**src/rtl/regfile_pkg.sv**
```systemverilog
// Shared definitions for the register-file writeback path: data and index
// widths, register count, and the fixed requester slot assignment.
package regfile_pkg;

    localparam int XLEN       = 32;
    localparam int REG_ADDR_W = 5;
    localparam int NUM_REGS   = 32;

    // Requester slots on the writeback arbiter
    localparam int REQ_ALU = 0;
    localparam int REQ_LSU = 1;
    localparam int REQ_MDU = 2;

endpackage : regfile_pkg

```
**src/rtl/rr_arbiter.sv**
```systemverilog
// Round-robin arbiter: scans req starting at ptr, wrapping modulo NUM_REQ,
// and grants the first asserted request. Purely combinational.
module rr_arbiter #(
    parameter int NUM_REQ = 3,
    parameter int IDX_W   = (NUM_REQ > 1) ? $clog2(NUM_REQ) : 1
) (
    input  logic [NUM_REQ-1:0] req,
    input  logic [IDX_W-1:0]   ptr,
    output logic [NUM_REQ-1:0] gnt,
    output logic [IDX_W-1:0]   gnt_idx
);

    logic             found;
    logic [IDX_W-1:0] idx;

    // Pick the first valid requester at or after the pointer
    always_comb begin
        // NOTE: every output of a combinational block gets a default first, otherwise paths that skip an assignment infer latches.
        gnt     = '0;
        gnt_idx = '0;
        found   = 1'b0;
        idx     = '0;
        for (int k = 0; k < NUM_REQ; k++) begin
            idx = IDX_W'((int'(ptr) + k) % NUM_REQ);
            if (!found && req[idx]) begin
                gnt[idx] = 1'b1;
                gnt_idx  = idx;
                found    = 1'b1;
            end
        end
    end

endmodule : rr_arbiter

```
**src/rtl/regfile_wb_arbiter.sv**
```systemverilog
// Writeback arbiter for the single register-file write port.
// Round-robin grants across NUM_REQ sources, one registered output stage that
// drives the regfile isWrite/rd/writeData inputs directly.
// Optional feature macro: WB_SCOREBOARD_EN adds a pending-write busy register
// and a combinational hazard output for the issue stage.
module regfile_wb_arbiter
    import regfile_pkg::*;
#(
    parameter int NUM_REQ = 3
) (
    input  logic                         clk,
    input  logic                         rst_n,
    input  logic [NUM_REQ-1:0]           req_valid,
    input  logic [NUM_REQ*REG_ADDR_W-1:0] req_rd,
    input  logic [NUM_REQ*XLEN-1:0]      req_data,
    output logic [NUM_REQ-1:0]           req_ready,
    output logic                         rf_isWrite,
    output logic [REG_ADDR_W-1:0]        rf_rd,
    output logic [XLEN-1:0]              rf_writeData,
    input  logic                         alloc_valid,
    input  logic [REG_ADDR_W-1:0]        alloc_rd,
    input  logic [REG_ADDR_W-1:0]        chk_rs1,
    input  logic [REG_ADDR_W-1:0]        chk_rs2,
    output logic                         hazard
);

    localparam int               IDX_W    = (NUM_REQ > 1) ? $clog2(NUM_REQ) : 1;
    localparam logic [IDX_W-1:0] LAST_IDX = IDX_W'(NUM_REQ - 1);

    logic [IDX_W-1:0]      ptr;
    logic [NUM_REQ-1:0]    gnt;
    logic [IDX_W-1:0]      gnt_idx;
    logic                  gnt_any;
    logic [REG_ADDR_W-1:0] win_rd;
    logic [XLEN-1:0]       win_data;

    rr_arbiter #(
        .NUM_REQ (NUM_REQ),
        .IDX_W   (IDX_W)
    ) u_rr_arbiter (
        .req     (req_valid),
        .ptr     (ptr),
        .gnt     (gnt),
        .gnt_idx (gnt_idx)
    );

    // The write port never stalls, so the grant is the ready
    assign req_ready = gnt;
    assign gnt_any   = |gnt;

    // Select the winner's destination and data from the packed request buses
    always_comb begin
        win_rd   = '0;
        win_data = '0;
        for (int i = 0; i < NUM_REQ; i++) begin
            if (gnt[i]) begin
                win_rd   = req_rd[i*REG_ADDR_W +: REG_ADDR_W];
                win_data = req_data[i*XLEN +: XLEN];
            end
        end
    end

    // Advance the round-robin pointer past the winner; hold when idle
    always_ff @(posedge clk or negedge rst_n) begin
        // NOTE: sequential state uses non-blocking assignments so every flop samples pre-edge values, independent of block order.
        if (!rst_n) begin
            ptr <= '0;
        end else if (gnt_any) begin
            ptr <= (gnt_idx == LAST_IDX) ? '0 : gnt_idx + 1'b1;
        end
    end

    // Output stage: capture the winner, write only for a nonzero destination
    always_ff @(posedge clk or negedge rst_n) begin
        if (!rst_n) begin
            rf_isWrite   <= 1'b0;
            rf_rd        <= '0;
            rf_writeData <= '0;
        end else if (gnt_any) begin
            rf_isWrite   <= (win_rd != '0);
            rf_rd        <= win_rd;
            rf_writeData <= win_data;
        end else begin
            rf_isWrite   <= 1'b0;
        end
    end

`ifdef WB_SCOREBOARD_EN
    logic [NUM_REGS-1:0] busy;
    logic [NUM_REGS-1:0] busy_nxt;

    // Clear on retirement first, then set on allocation so a new producer wins
    always_comb begin
        busy_nxt = busy;
        if (rf_isWrite) begin
            busy_nxt[rf_rd] = 1'b0;
        end
        if (alloc_valid && (alloc_rd != '0)) begin
            busy_nxt[alloc_rd] = 1'b1;
        end
    end

    // Pending-write scoreboard register
    always_ff @(posedge clk or negedge rst_n) begin
        // NOTE: busy is control state read every cycle, so unlike a data array it must come out of reset cleared.
        if (!rst_n) begin
            busy <= '0;
        end else begin
            busy <= busy_nxt;
        end
    end

    // A register being written this cycle is bypassed by the regfile, so it is not a hazard
    assign hazard = ((chk_rs1 != '0) && busy[chk_rs1] && !(rf_isWrite && (rf_rd == chk_rs1)))
                 || ((chk_rs2 != '0) && busy[chk_rs2] && !(rf_isWrite && (rf_rd == chk_rs2)));
`else
    logic unused_sb;

    assign unused_sb = &{1'b0, alloc_valid, alloc_rd, chk_rs1, chk_rs2};
    assign hazard    = 1'b0;
`endif

endmodule : regfile_wb_arbiter

```
**config.mk**
```make
export PLATFORM = sky130hd
export DESIGN_NAME = regfile_wb_arbiter
export DESIGN_NICKNAME = d
export VERILOG_FILES = /design/src/rtl/regfile_pkg.sv /design/src/rtl/rr_arbiter.sv /design/src/rtl/regfile_wb_arbiter.sv
export SDC_FILE = /design/constraint.sdc
export NUM_CORES = 1
export LEC_CHECK = 0
export ABC_AREA = 1
export CAP_MARGIN = 20
export CORE_ASPECT_RATIO = 1.2
export CORE_MARGIN = 4
export CORE_UTILIZATION = 32
export CTS_CLUSTER_DIAMETER = 150
export DETAILED_ROUTE_END_ITERATION = 7
export HOLD_SLACK_MARGIN = 0.12
export MAX_ROUTING_LAYER = met4
export PLACE_DENSITY = 0.8
export SYNTH_ARGS = -nofsm -noshare
export SYNTH_HDL_FRONTEND = slang
export SYNTH_HIERARCHICAL = 1
export SYNTH_SLANG_ARGS = --single-unit
```
**constraint.sdc**
```tcl
create_clock -name clk -period 2.12 [get_ports clk]
set_clock_uncertainty 0.15 [all_clocks]
set_input_delay 0.424 -clock clk [delete_from_list [all_inputs] [get_ports clk]]
set_output_delay 0.424 -clock clk [all_outputs]
set_load 0.005 [all_outputs]
```
Word level (Yosys, flattened, before mapping)
Index checks and enable logic that the tools add are counted.
Widths: inputs -> output; s select.
- logic and storage cells: 56
- register bits: 40
- mux-type cells: 28
- $lt $le $gt $ge: 6
- equality and inequality tests: 1
- reductions and logical operators: 9
- bitwise operators: 2
- add/sub/neg operators: 3
- divide/modulo/power cells: 3
- operators by type and width (cell ; count):
    $mux 32 ; 3
    $mod 32x3->32 const B ; 2
    $mod 3x3->32 const B ; 1
    $mux 5 ; 3
    $lt 2x3->1 const B ; 3
    $mux 1 ; 9
    $mux 3 ; 3
    $mux 2 ; 4
    $bmux 1 s2 ; 3
    $demux 1 s2 ; 3
    $ge 2x1->1 const B ; 3
    $or 3x3->3 ; 2
    $logic_and 1x1->1 ; 5
    $reduce_bool 5->1 ; 1
    $add 2x1->3 const B ; 1
    $add 2x2->3 const B ; 1
    $reduce_or 3->1 ; 1
    $add 2x1->2 const B ; 1
    $eq 2x2->1 const B ; 1
    $logic_not 1->1 ; 2

Depth between registers and ports, before layout
Gate-level depths: netlist of run 1.
- word-level depth: 15
- depth in mapped cells: 18

Cells and area by module
The synthesis of run 1 kept the hierarchy.
- modules (own cells, without submodules) (module ; cells an instance ; area each (um2) ; seq. area each (um2) ; times used):
    regfile_wb_arbiter ; 296 ; 2182.1 ; 1001.0 ; 1
    rr_arbiter ; 62 ; 316.6 ; 0.0 ; 1

Worst setup path before layout of run 1
No wires, ideal clock.
- kind: register to register
- from: reg ptr[0]
- to: reg rf_isWrite
- stages on the path, launching flop included: 19
- setup time: 119 ps
- arrival time: 1962 ps
- clock period less this slack: 2230 ps
- path slack: -110 ps
- cell sequence: dfrtp_1 inv_1 ha_1 buf_4 inv_2 nand2_1 nand3_1 nand2_1 nand3_1 nand2_2 inv_2 nand2_1 buf_6 a21oi_1 nand2_1 nand2_1 nand2_1 nor2_1 nand2_1
- elaborated cells on any way between the ends: 43
- RTL lines (element ; line ; source):
    from (decl) ; regfile_wb_arbiter.sv:30 ; logic [IDX_W-1:0] ptr;
    from (signal assigned) ; regfile_wb_arbiter.sv:69 ; ptr <= (gnt_idx == LAST_IDX) ? '0 : gnt_idx + 1'b1;
    $add 2x1->3 or $mod 3x3->32 (tied branches) ; rr_arbiter.sv:24 ; idx = IDX_W'((int'(ptr) + k) % NUM_REQ);
    $mod 32x3->32 (tied with other cells) ; rr_arbiter.sv:24 ;
    $lt 2x3->1 (implied by the code) (tied with other cells) ; rr_arbiter.sv:26 ; gnt[idx] = 1'b1;
    $logic_and 1x1->1 (implied by the code) (tied with other cells) ; rr_arbiter.sv:26 ;
    $mux 1 (implied by the code) (tied with other cells) ; rr_arbiter.sv:26 ;
    $demux 1 s2 (tied with other cells) ; -- ;
    $or 3x3->3 (no source line) or $mux 1 (tied branches) ; -- ;
    $mux 3 or $logic_not 1->1 (tied branches) ; rr_arbiter.sv:25 ; if (!found && req[idx]) begin
    $or 3x3->3 (no source line) or $logic_and 1x1->1 (tied branches) ; -- ;
    $mux 3 * ; rr_arbiter.sv:25 ;
    via req_ready[1] ; regfile_wb_arbiter.sv:16 ; output logic [NUM_REQ-1:0] req_ready,
    $mux 5 (2 in a row) ; regfile_wb_arbiter.sv:56 ; if (gnt[i]) begin
    $reduce_bool 5->1 ; regfile_wb_arbiter.sv:80 ; rf_isWrite <= (win_rd != '0);
    $mux 1 * ; regfile_wb_arbiter.sv:79 ; end else if (gnt_any) begin
    to (signal assigned) ; regfile_wb_arbiter.sv:80 ;
    to (decl) ; regfile_wb_arbiter.sv:17 ; output logic rf_isWrite,
Mark *: on every way through the listed nets, which the timed path passes. The rest lies on a longest branch. The select of a mux whose other input is x is not followed.
A chain may end at the register's enable or synchronous reset.

Final worst setup path of run 1
- from: reg ptr[0]
- to: out req_ready[2]
- word-level cells in the longest chain between the ends: 10
- elaborated cells on any way between the ends: 37
- RTL lines (element ; line):
    $add 2x1->3 or $mod 3x3->32 (tied branches) ; rr_arbiter.sv:24
    $mod 32x3->32 (tied with other cells) ; rr_arbiter.sv:24
    $lt 2x3->1 (implied by the code) (tied with other cells) ; rr_arbiter.sv:26
    $logic_and 1x1->1 (implied by the code) (tied with other cells) ; rr_arbiter.sv:26
    $mux 1 (implied by the code) (tied with other cells) ; rr_arbiter.sv:26
    $demux 1 s2 (tied with other cells) ; --
    $or 3x3->3 (no source line) or $mux 1 (tied branches) ; --
    $mux 3 or $logic_not 1->1 (tied branches) ; rr_arbiter.sv:25
    $or 3x3->3 (no source line) or $logic_and 1x1->1 (tied branches) ; --
    $mux 3 * ; rr_arbiter.sv:25
    to (decl) ; regfile_wb_arbiter.sv:16
Mark *: on every way between the ends. The rest lies on a longest branch, timed or not. The select of a mux whose other input is x is not followed.

==> run_summary.xml, run 1 <==
<?xml version="1.0" encoding="UTF-8"?>
<metrics>
  <group name="power_and_ir_drop">
    <metric name="power.net_switching" unit="uW">5080</metric>
    <metric name="power_leakage" unit="uW">0.00240</metric>
    <metric name="share_clk_of_total_power" unit="">0.054</metric>
    <metric name="p_int" unit="uW">6490</metric>
    <metric name="power.combinational.fraction" unit="">0.815</metric>
    <metric name="power.switching_fraction" unit="">0.439</metric>
    <metric name="cellPowerDensity" unit="nW/um^2">2210</metric>
    <metric name="worst_ir_drop_vdd" unit="uV">1580</metric>
    <metric name="p_seq_frac" unit="">0.131</metric>
  </group>
  <group name="yosys">
    <metric name="synth_top_family_by_area" unit="">simple AND/OR/NAND/NOR gates</metric>
    <metric name="asyncSetResetFlopFracSynth" unit="">1.00</metric>
    <metric name="syn-mean-instance-area" unit="sq um">6.98</metric>
    <metric name="seq_area_frac_synth" unit="">0.401</metric>
    <metric name="count_leader_synth" unit="">nand2_1</metric>
    <metric name="number_of_synthesized_flops_with_an_enable_pin" unit="">0</metric>
    <metric name="synthSimpleGateAreaFrac" unit="">0.318</metric>
    <metric name="synth_compound_gate_area_share" unit="">0.166</metric>
    <metric name="area_of_the_mapped_netlist" unit="sq um">2500</metric>
    <metric name="synth_adder_area_share" unit="">0.0200</metric>
    <metric name="synthesis.nets" unit="">494</metric>
    <metric name="ys_top_cells_by_area" unit="">dfrtp_1 40%, nand2_1 20%, a21oi_1 8.0%, o21ai_1 6.6%, nor2_1 5.7%</metric>
    <metric name="yosys.cell_types.count" unit="">24</metric>
    <metric name="synthXorXnorAreaFrac" unit="">0</metric>
    <metric name="yosys-mux-area-fraction" unit="">0</metric>
    <metric name="library_cell_with_the_largest_summed_area_after_synthesis" unit="">dfrtp_1</metric>
    <metric name="most_used_flip_flop_cell_after_synthesis" unit="">dfrtp_1</metric>
    <metric name="syn_inst" unit="">358</metric>
    <metric name="synth_seq_cells" unit="">40</metric>
    <metric name="yosys_warnings" unit="">6</metric>
    <metric name="synth_top_cell_area_share" unit="">0.401</metric>
    <metric name="synth.top_cells.by_count" unit="">135 x nand2_1, 40 x a21oi_1, 40 x dfrtp_1</metric>
  </group>
  <group name="floorplan">
    <metric name="core.rowCount" unit="">35</metric>
    <metric name="die_height" unit="um">105</metric>
    <metric name="floorplan.die_area" unit="sq um">9290</metric>
    <metric name="core_area" unit="sq um">7660</metric>
    <metric name="die_width" unit="um">88.7</metric>
    <metric name="start_util" unit="">0.326</metric>
    <metric name="i_o_pin_cnt" unit="">174</metric>
  </group>
  <group name="critical_path">
    <metric name="end_kind" unit="">output port</metric>
    <metric name="criticalPathCategory" unit="">reg2out</metric>
    <metric name="critPathBufInv" unit="">5</metric>
    <metric name="worst-path-max-fanout" unit="">5</metric>
    <metric name="worstReg2RegStart" unit="">ptr[0]$_DFFE_PN0P_</metric>
    <metric name="critPathLaunchType" unit="">register</metric>
    <metric name="crit_path_max_incr_delay" unit="ns">0.40</metric>
    <metric name="timing.critical_path.arrival" unit="ns">1.93</metric>
    <metric name="cp_top_family" unit="">simple AND/OR/NAND/NOR gates</metric>
    <metric name="timing.critical_path.required" unit="ns">1.55</metric>
    <metric name="path_cells" unit="">inv_2, ha_4, inv_4, nand2_4, nand3_4, nand2_4, buf_4, nand3_2, nand2_1, inv_1, nand2_2, buf_2</metric>
    <metric name="critical_path.startpoint" unit="">ptr[0]$_DFFE_PN0P_</metric>
    <metric name="critical-path-top-cell-by-count" unit="">nand2_4</metric>
    <metric name="slowest_stage" unit="">dfrtp_1</metric>
  </group>
  <group name="finish">
    <metric name="post_route_cells_drive_above_1_share" unit="">0.285</metric>
    <metric name="finish.utilization" unit="">0.683</metric>
    <metric name="num_antenna_cells" unit="">0</metric>
    <metric name="fin_nets" unit="">692</metric>
    <metric name="filler_instances" unit="">608</metric>
    <metric name="area_delta_synth_final" unit="%">110</metric>
  </group>
  <group name="grt">
    <metric name="grt_first_pass_wirelength" unit="um">15800</metric>
    <metric name="groute.usage.overall" unit="">0.221</metric>
    <metric name="number_of_antenna_violations_at_the_first_check_in_global_routing" unit="">0</metric>
    <metric name="grt_pass1_vias" unit="">3321</metric>
    <metric name="grt_remaining_overflow" unit="">0</metric>
    <metric name="grt_max_degree" unit="">41</metric>
  </group>
  <group name="timing">
    <metric name="setup_failing_eps_final" unit="">43</metric>
    <metric name="finalHoldWorstSlack" unit="ns">0.327</metric>
    <metric name="fin_crit" unit="ns">2.51</metric>
    <metric name="finalWorstSetupSlack" unit="ns">-0.387</metric>
    <metric name="hold_violations" unit="">0</metric>
    <metric name="grt_setup_unrepaired" unit="">yes</metric>
    <metric name="final_period_util" unit="">1.18</metric>
    <metric name="slew_violations" unit="">0</metric>
    <metric name="maxClockFrequency" unit="GHz">0.399</metric>
  </group>
  <group name="route">
    <metric name="drt_first_iter_violations" unit="">133</metric>
    <metric name="route.detailed.vias_per_inst" unit="">4.92</metric>
    <metric name="detail_route.wl_per_cell" unit="um">16.0</metric>
    <metric name="routed_wl" unit="um">10400</metric>
    <metric name="firstDrtPassIters" unit="">5</metric>
    <metric name="dr_total_vias" unit="">3190</metric>
    <metric name="drcViolationCount" unit="">0</metric>
    <metric name="drt.antenna.violating_nets" unit="">0</metric>
  </group>
  <group name="clock_network">
    <metric name="clock_path_buffers" unit="">2</metric>
    <metric name="cts-htree-levels" unit="">2</metric>
    <metric name="clk_transition_reported_paths" unit="ns">0.07</metric>
    <metric name="cts_tree" unit="">built</metric>
    <metric name="clock_insertion_delay_worst_skew" unit="ns">0.28</metric>
    <metric name="cts_sinks" unit="">40</metric>
    <metric name="cts_root_buffer" unit="">clkbuf_8</metric>
    <metric name="cts_buffers" unit="">5</metric>
  </group>
  <group name="worst_hold_path">
    <metric name="worst_hold_path_type" unit="">reg2reg</metric>
    <metric name="worst_hold_startpoint" unit="">rf_rd[4]$_DFFE_PN0P_</metric>
  </group>
  <group name="run_status">
    <metric name="violations" unit="">negative setup slack</metric>
    <metric name="outcome" unit="">finished with violations</metric>
  </group>
  <group name="run">
    <metric name="cap_violations" unit="">0</metric>
  </group>
  <group name="placed_design">
    <metric name="io_buffers" unit="">156</metric>
    <metric name="routabilityCongestion" unit="">0.953</metric>
    <metric name="dpl.hpwl" unit="um">6850</metric>
  </group>
</metrics>
worst paths after layout:
kind,to,slack (ns),cells after the start
max reg2reg,rf_writeData[31]$_DFFE_PN0P_,-0.38,18
min in group asynchronous,rf_writeData[5]$_DFFE_PN0P_,0.48,3
max,req_ready[2],-0.39,12
max in group asynchronous,ptr[1]$_DFFE_PN0P_,1.12,3
min reg2reg,rf_rd[4]$_DFFE_PN0P_,0.33,1
min,rf_rd[4]$_DFFE_PN0P_,0.33,1
area by class of cell:
type,count,area [sq um],share of cell area
timing repair buffer,211,2250,0.429
clock inverter,3,42.5,0.00812
clock buffer,5,68.8,0.0131
multi-input combinational,279,1670,0.318
tap,92,115,0.0220
sequential,40,1000,0.191
inverter,19,96.3,0.0184
per-stage QoR:
stage | cells | power, uW | cell area, sq um | TNS (ns) | setup slack, ns
floorplan | 358 | 5210 | 2530 | 0 | 0.00542
global placement | 608 | 7340 | 4260 | -17.65 | -0.484
detailed placement | 608 | 7560 | 4260 | -23.08 | -0.631
CTS | 641 | 10200 | 4890 | -10.98 | -0.299
global route | 649 | 12500 | 5240 | -19.91 | -0.513
finish | 649 | 11600 | 5240 | -14.58 | -0.387
kinds of logic (layout without fill, tap and decap cells):
| group | Yosys count | count (layout) |
|---|---|---|
| fa+ha+maj | 4 | 4 |
| simple gates | 195 | 195 |
| buf+inv | 39 | 238 |
| flops | 40 | 40 |
| other cells | 1 | 1 |
| compound gates | 79 | 79 |
state kept, by name (all words and copies together) (netlist names):
signal	flops
rf_isWrite	1
ptr	2
rf_writeData	32
rf_rd	5
power groups by stage:
stage	registers [uW]	logic, uW	clock network, uW
final	1510	9430	627
after global routing	1570	10200	671
after CTS	1470	8090	649
after detailed placement	1470	6090	0
after global placement	1450	5900	0
after floorplan	1490	3720	0
placed cells by master (no fill, tap or decap), drive strengths merged, types with 3 or more instances in the layout:
master,Yosys,routed
a21o,3,3
a21oi,40,40
buf,20,53
clkbuf,0,9
clkdlybuf4s50,0,151
dfrtp,40,40
ha,4,4
inv,19,18
nand2,139,139
nand3,11,11
nand4,3,3
nor2,39,39
o21ai,35,35
per-layer routing:
layer / routed length [um] / GRT usage / vias up
li1: - / - / 1540
met2: 5810 / 0.395 / 129
met3: 555 / 0.0402 / 25
met4: 272 / 0.0799 / 0
met5: 0 / - / -
met1: 3720 / 0.237 / 1496
repair_timing:
action,CTS,global route
buffers inserted,20,7
gates resized for setup,79,63
setup endpoints to repair,43,43
pin swaps,26,37
hold endpoints to repair,40,0
hold buffers,1,0
gates cloned,4,4
No activity file was read; power rests on OpenSTA's default activity.
==> run 2, diff against run 1 <==
--- a/config.mk
+++ b/config.mk
@@ -9,12 +9,12 @@
 export CAP_MARGIN = 20
 export CORE_ASPECT_RATIO = 1.2
 export CORE_MARGIN = 4
-export CORE_UTILIZATION = 32
+export CORE_UTILIZATION = 36
 export CTS_CLUSTER_DIAMETER = 150
 export DETAILED_ROUTE_END_ITERATION = 7
 export HOLD_SLACK_MARGIN = 0.12
 export MAX_ROUTING_LAYER = met4
-export PLACE_DENSITY = 0.8
+export PLACE_DENSITY = 0.85
 export SYNTH_ARGS = -nofsm -noshare
 export SYNTH_HDL_FRONTEND = slang
 export SYNTH_HIERARCHICAL = 1
==> constraint.sdc (replaced) <==
create_clock -name clk -period 2.65 [get_ports clk]
set_clock_uncertainty 0.15 [all_clocks]
set_input_delay 0.53 -clock clk [delete_from_list [all_inputs] [get_ports clk]]
set_output_delay 0.53 -clock clk [all_outputs]
set_load 0.005 [all_outputs]
==> run 2 against run 1 <==
Net effect: the run now ends clean; via count fell by 8.7%; critical path type unchanged; design area fell by 17%; sequential share of layout area rose by 3.8 points; register-to-register slack improved by 0.57 ns; critical path depth fell by 4; global-route usage fell by 1.9 points; final cell count fell by 6.0%; total power fell by 44%; clock power fell by 21%; hold slack got worse by 0.11 ns.
==> run_summary.xml, run 2 (synthesis gave the netlist of run 1 again) <==
<?xml version="1.0" encoding="UTF-8"?>
<metrics>
  <group name="clock_network">
    <metric name="cts-htree-levels" unit="">2</metric>
    <metric name="hold_buffers" unit="">0</metric>
    <metric name="cts_tree" unit="">built</metric>
    <metric name="cts_root_buffer" unit="">clkbuf_8</metric>
    <metric name="cts_sinks" unit="">40</metric>
    <metric name="clk_transition_reported_paths" unit="ns">0.08</metric>
    <metric name="clock_insertion_delay_worst_skew" unit="ns">0.28</metric>
    <metric name="clock_path_buffers" unit="">2</metric>
    <metric name="cts_buffers" unit="">5</metric>
  </group>
  <group name="power_and_ir_drop">
    <metric name="worst_ir_drop_vdd" unit="uV">1170</metric>
    <metric name="cellPowerDensity" unit="nW/um^2">1480</metric>
    <metric name="finalPower" unit="uW">6460</metric>
    <metric name="power_leakage" unit="uW">0.00204</metric>
  </group>
  <group name="floorplan">
    <metric name="core_area" unit="sq um">6810</metric>
    <metric name="die_height" unit="um">99.3</metric>
    <metric name="core.rowCount" unit="">33</metric>
    <metric name="floorplan.die_area" unit="sq um">8340</metric>
    <metric name="die_width" unit="um">84.1</metric>
    <metric name="i_o_pin_cnt" unit="">174</metric>
    <metric name="start_util" unit="">0.367</metric>
  </group>
  <group name="finish">
    <metric name="design_area" unit="sq um">4370</metric>
    <metric name="most-common-layout-cells" unit="">151 x clkdlybuf4s50_1, 134 x nand2_1, 40 x a21oi_1</metric>
    <metric name="regMostFlops" unit="">rf_writeData</metric>
    <metric name="largestRegisters" unit="">rf_writeData (32), rf_rd (5), ptr (2)</metric>
    <metric name="num_antenna_cells" unit="">0</metric>
    <metric name="post_route_cells_drive_above_1_share" unit="">0.105</metric>
    <metric name="layout.cells.most_common" unit="">clkdlybuf4s50_1</metric>
    <metric name="largest_register_ffs" unit="">32</metric>
    <metric name="fin_nets" unit="">658</metric>
    <metric name="area_delta_synth_final" unit="%">74.9</metric>
  </group>
  <group name="timing">
    <metric name="timing.slew.headroom" unit="">0.404</metric>
    <metric name="finalWorstSetupSlack" unit="ns">0.0829</metric>
    <metric name="final_period_util" unit="">0.969</metric>
    <metric name="slew_violations" unit="">0</metric>
    <metric name="maxClockFrequency" unit="GHz">0.390</metric>
    <metric name="timing_worst_slew_pin_value" unit="ns">0.894</metric>
    <metric name="setup_failing_eps_final" unit="">0</metric>
    <metric name="hold_violations" unit="">0</metric>
    <metric name="finalHoldWorstSlack" unit="ns">0.218</metric>
    <metric name="grt_setup_unrepaired" unit="">yes</metric>
    <metric name="fin_crit" unit="ns">2.57</metric>
  </group>
  <group name="critical_path">
    <metric name="slowest_stage" unit="">dfrtp_1</metric>
    <metric name="critPathLaunchType" unit="">register</metric>
    <metric name="criticalPathCategory" unit="">reg2out</metric>
    <metric name="worst-path-max-fanout" unit="">7</metric>
    <metric name="critical_path.reg2reg.endpoint" unit="">rf_rd[0]$_DFFE_PN0P_</metric>
    <metric name="crit_path_max_incr_delay" unit="ns">0.39</metric>
    <metric name="timing.critical_path.required" unit="ns">1.97</metric>
    <metric name="end_kind" unit="">output port</metric>
    <metric name="critical-path-top-cell-by-count" unit="">buf_4</metric>
    <metric name="worst-r2r-cell-count" unit="">15</metric>
    <metric name="worstReg2RegStart" unit="">ptr[1]$_DFFE_PN0P_</metric>
    <metric name="reg2reg_slack" unit="ns">0.19</metric>
    <metric name="timing.critical_path.arrival" unit="ns">1.89</metric>
    <metric name="path_cells" unit="">buf_4, ha_1, o21ai_2, nand2_4, buf_4, nand4_1, nand2_1, dlygate4sd2_1</metric>
  </group>
  <group name="route">
    <metric name="detail_route.wl_per_cell" unit="um">13.8</metric>
    <metric name="routed_wl" unit="um">8430</metric>
    <metric name="drcViolationCount" unit="">0</metric>
    <metric name="firstDrtPassIters" unit="">4</metric>
    <metric name="dr_total_vias" unit="">2914</metric>
    <metric name="drt_first_iter_violations" unit="">70</metric>
    <metric name="route.detailed.vias_per_inst" unit="">4.78</metric>
    <metric name="drt.antenna.violating_nets" unit="">0</metric>
  </group>
  <group name="run">
    <metric name="cap_violations" unit="">0</metric>
  </group>
  <group name="placed_design">
    <metric name="dpl_cell_area" unit="sq um">4210</metric>
    <metric name="dpl.hpwl" unit="um">6540</metric>
    <metric name="io_buffers" unit="">156</metric>
    <metric name="pre_cts_slack" unit="ns">-0.216</metric>
    <metric name="routabilityCongestion" unit="">0.827</metric>
  </group>
  <group name="run_status">
    <metric name="outcome" unit="">finished, final reports clean</metric>
  </group>
  <group name="grt">
    <metric name="grt_remaining_overflow" unit="">0</metric>
    <metric name="groute.usage.overall" unit="">0.202</metric>
    <metric name="grt_pass1_vias" unit="">2857</metric>
    <metric name="grt_first_pass_wirelength" unit="um">13300</metric>
    <metric name="grt_max_degree" unit="">41</metric>
    <metric name="number_of_antenna_violations_at_the_first_check_in_global_routing" unit="">0</metric>
  </group>
  <group name="worst_hold_path">
    <metric name="worst_hold_path_type" unit="">in2async</metric>
  </group>
</metrics>
==> run 2: cell count changes in the layout (fill, tap and decap cells not counted), moves of 10 or more <==
cell     previous run  this run
nand2_1           107       134
a21oi_1            12        40
buf_6              13         1
nand2_4            14         1
a21oi_2            22         0
buf_4              25        15
nand2_2            18         4
==> run 2: stage by stage <==
stage          std cells   util  TNS, ns
2_1_floorplan        358      -        0
3_3_place_gp         600  0.617    -3.47
3_5_place_dp         600  0.617    -5.28
4_1_cts              609  0.639        0
5_1_grt              610  0.641  -0.0197
6_report             610  0.641        0
==> run 2: report_power, final <==
part	internal (uW)	switching [uW]	total (uW)	leakage [uW]
clock network	279	218	497	0.0000541
registers	1000	172	1170	0.000472
logic	2250	2540	4790	0.00151
total	3530	2930	6460	0.00204
==> run 2: layer usage <==
metal	GRT usage	wire length (um)	vias to the layer above
met5	-	0	-
met1	0.223	3320	1316
met4	0.0780	264	0
li1	-	-	1468
met3	0.0298	410	22
met2	0.365	4440	108
==> run 2: layout make-up <==
type	instances	area, sq um
inverters	19	71.3
flip-flops and latches	40	1000
clock inverters	3	42.5
well taps	87	109
clock buffers	5	68.8
multi-input cells	279	1300
repair buffers	177	1770
fillers	593	2440
==> run 2: repair_timing <==
item,in CTS,in global routing
resized for setup,12,6
buffers inserted,1,1
endpoints found under the setup margin,4,12
pin swaps,3,2
==> run 2: critical path: cells and delay by family (launching register included) <==
family	cells	cell delay [ns]
and+or+nand+nor	3	0.26
DFF	1	0.39
AOI/OAI and AO/OA	1	0.16
buffers and inverters	3	0.57
adders and majority gates	1	0.22
==> run 2: worst max-delay path by stage <==
| stage | from | to | cells past startpoint |
|---|---|---|---|
| after detailed placement | req_valid[2] | req_ready[0] | 10 |
| after floorplan | ptr[0]$_DFFE_PN0P_ | rf_isWrite$_DFF_PN0_ | 18 |
| after global routing | ptr[0]$_DFFE_PN0P_ | req_ready[2] | 8 |
| after CTS | req_valid[0] | req_ready[1] | 8 |
| final | ptr[0]$_DFFE_PN0P_ | req_ready[2] | 8 |
| after global placement | req_valid[2] | req_ready[1] | 10 |
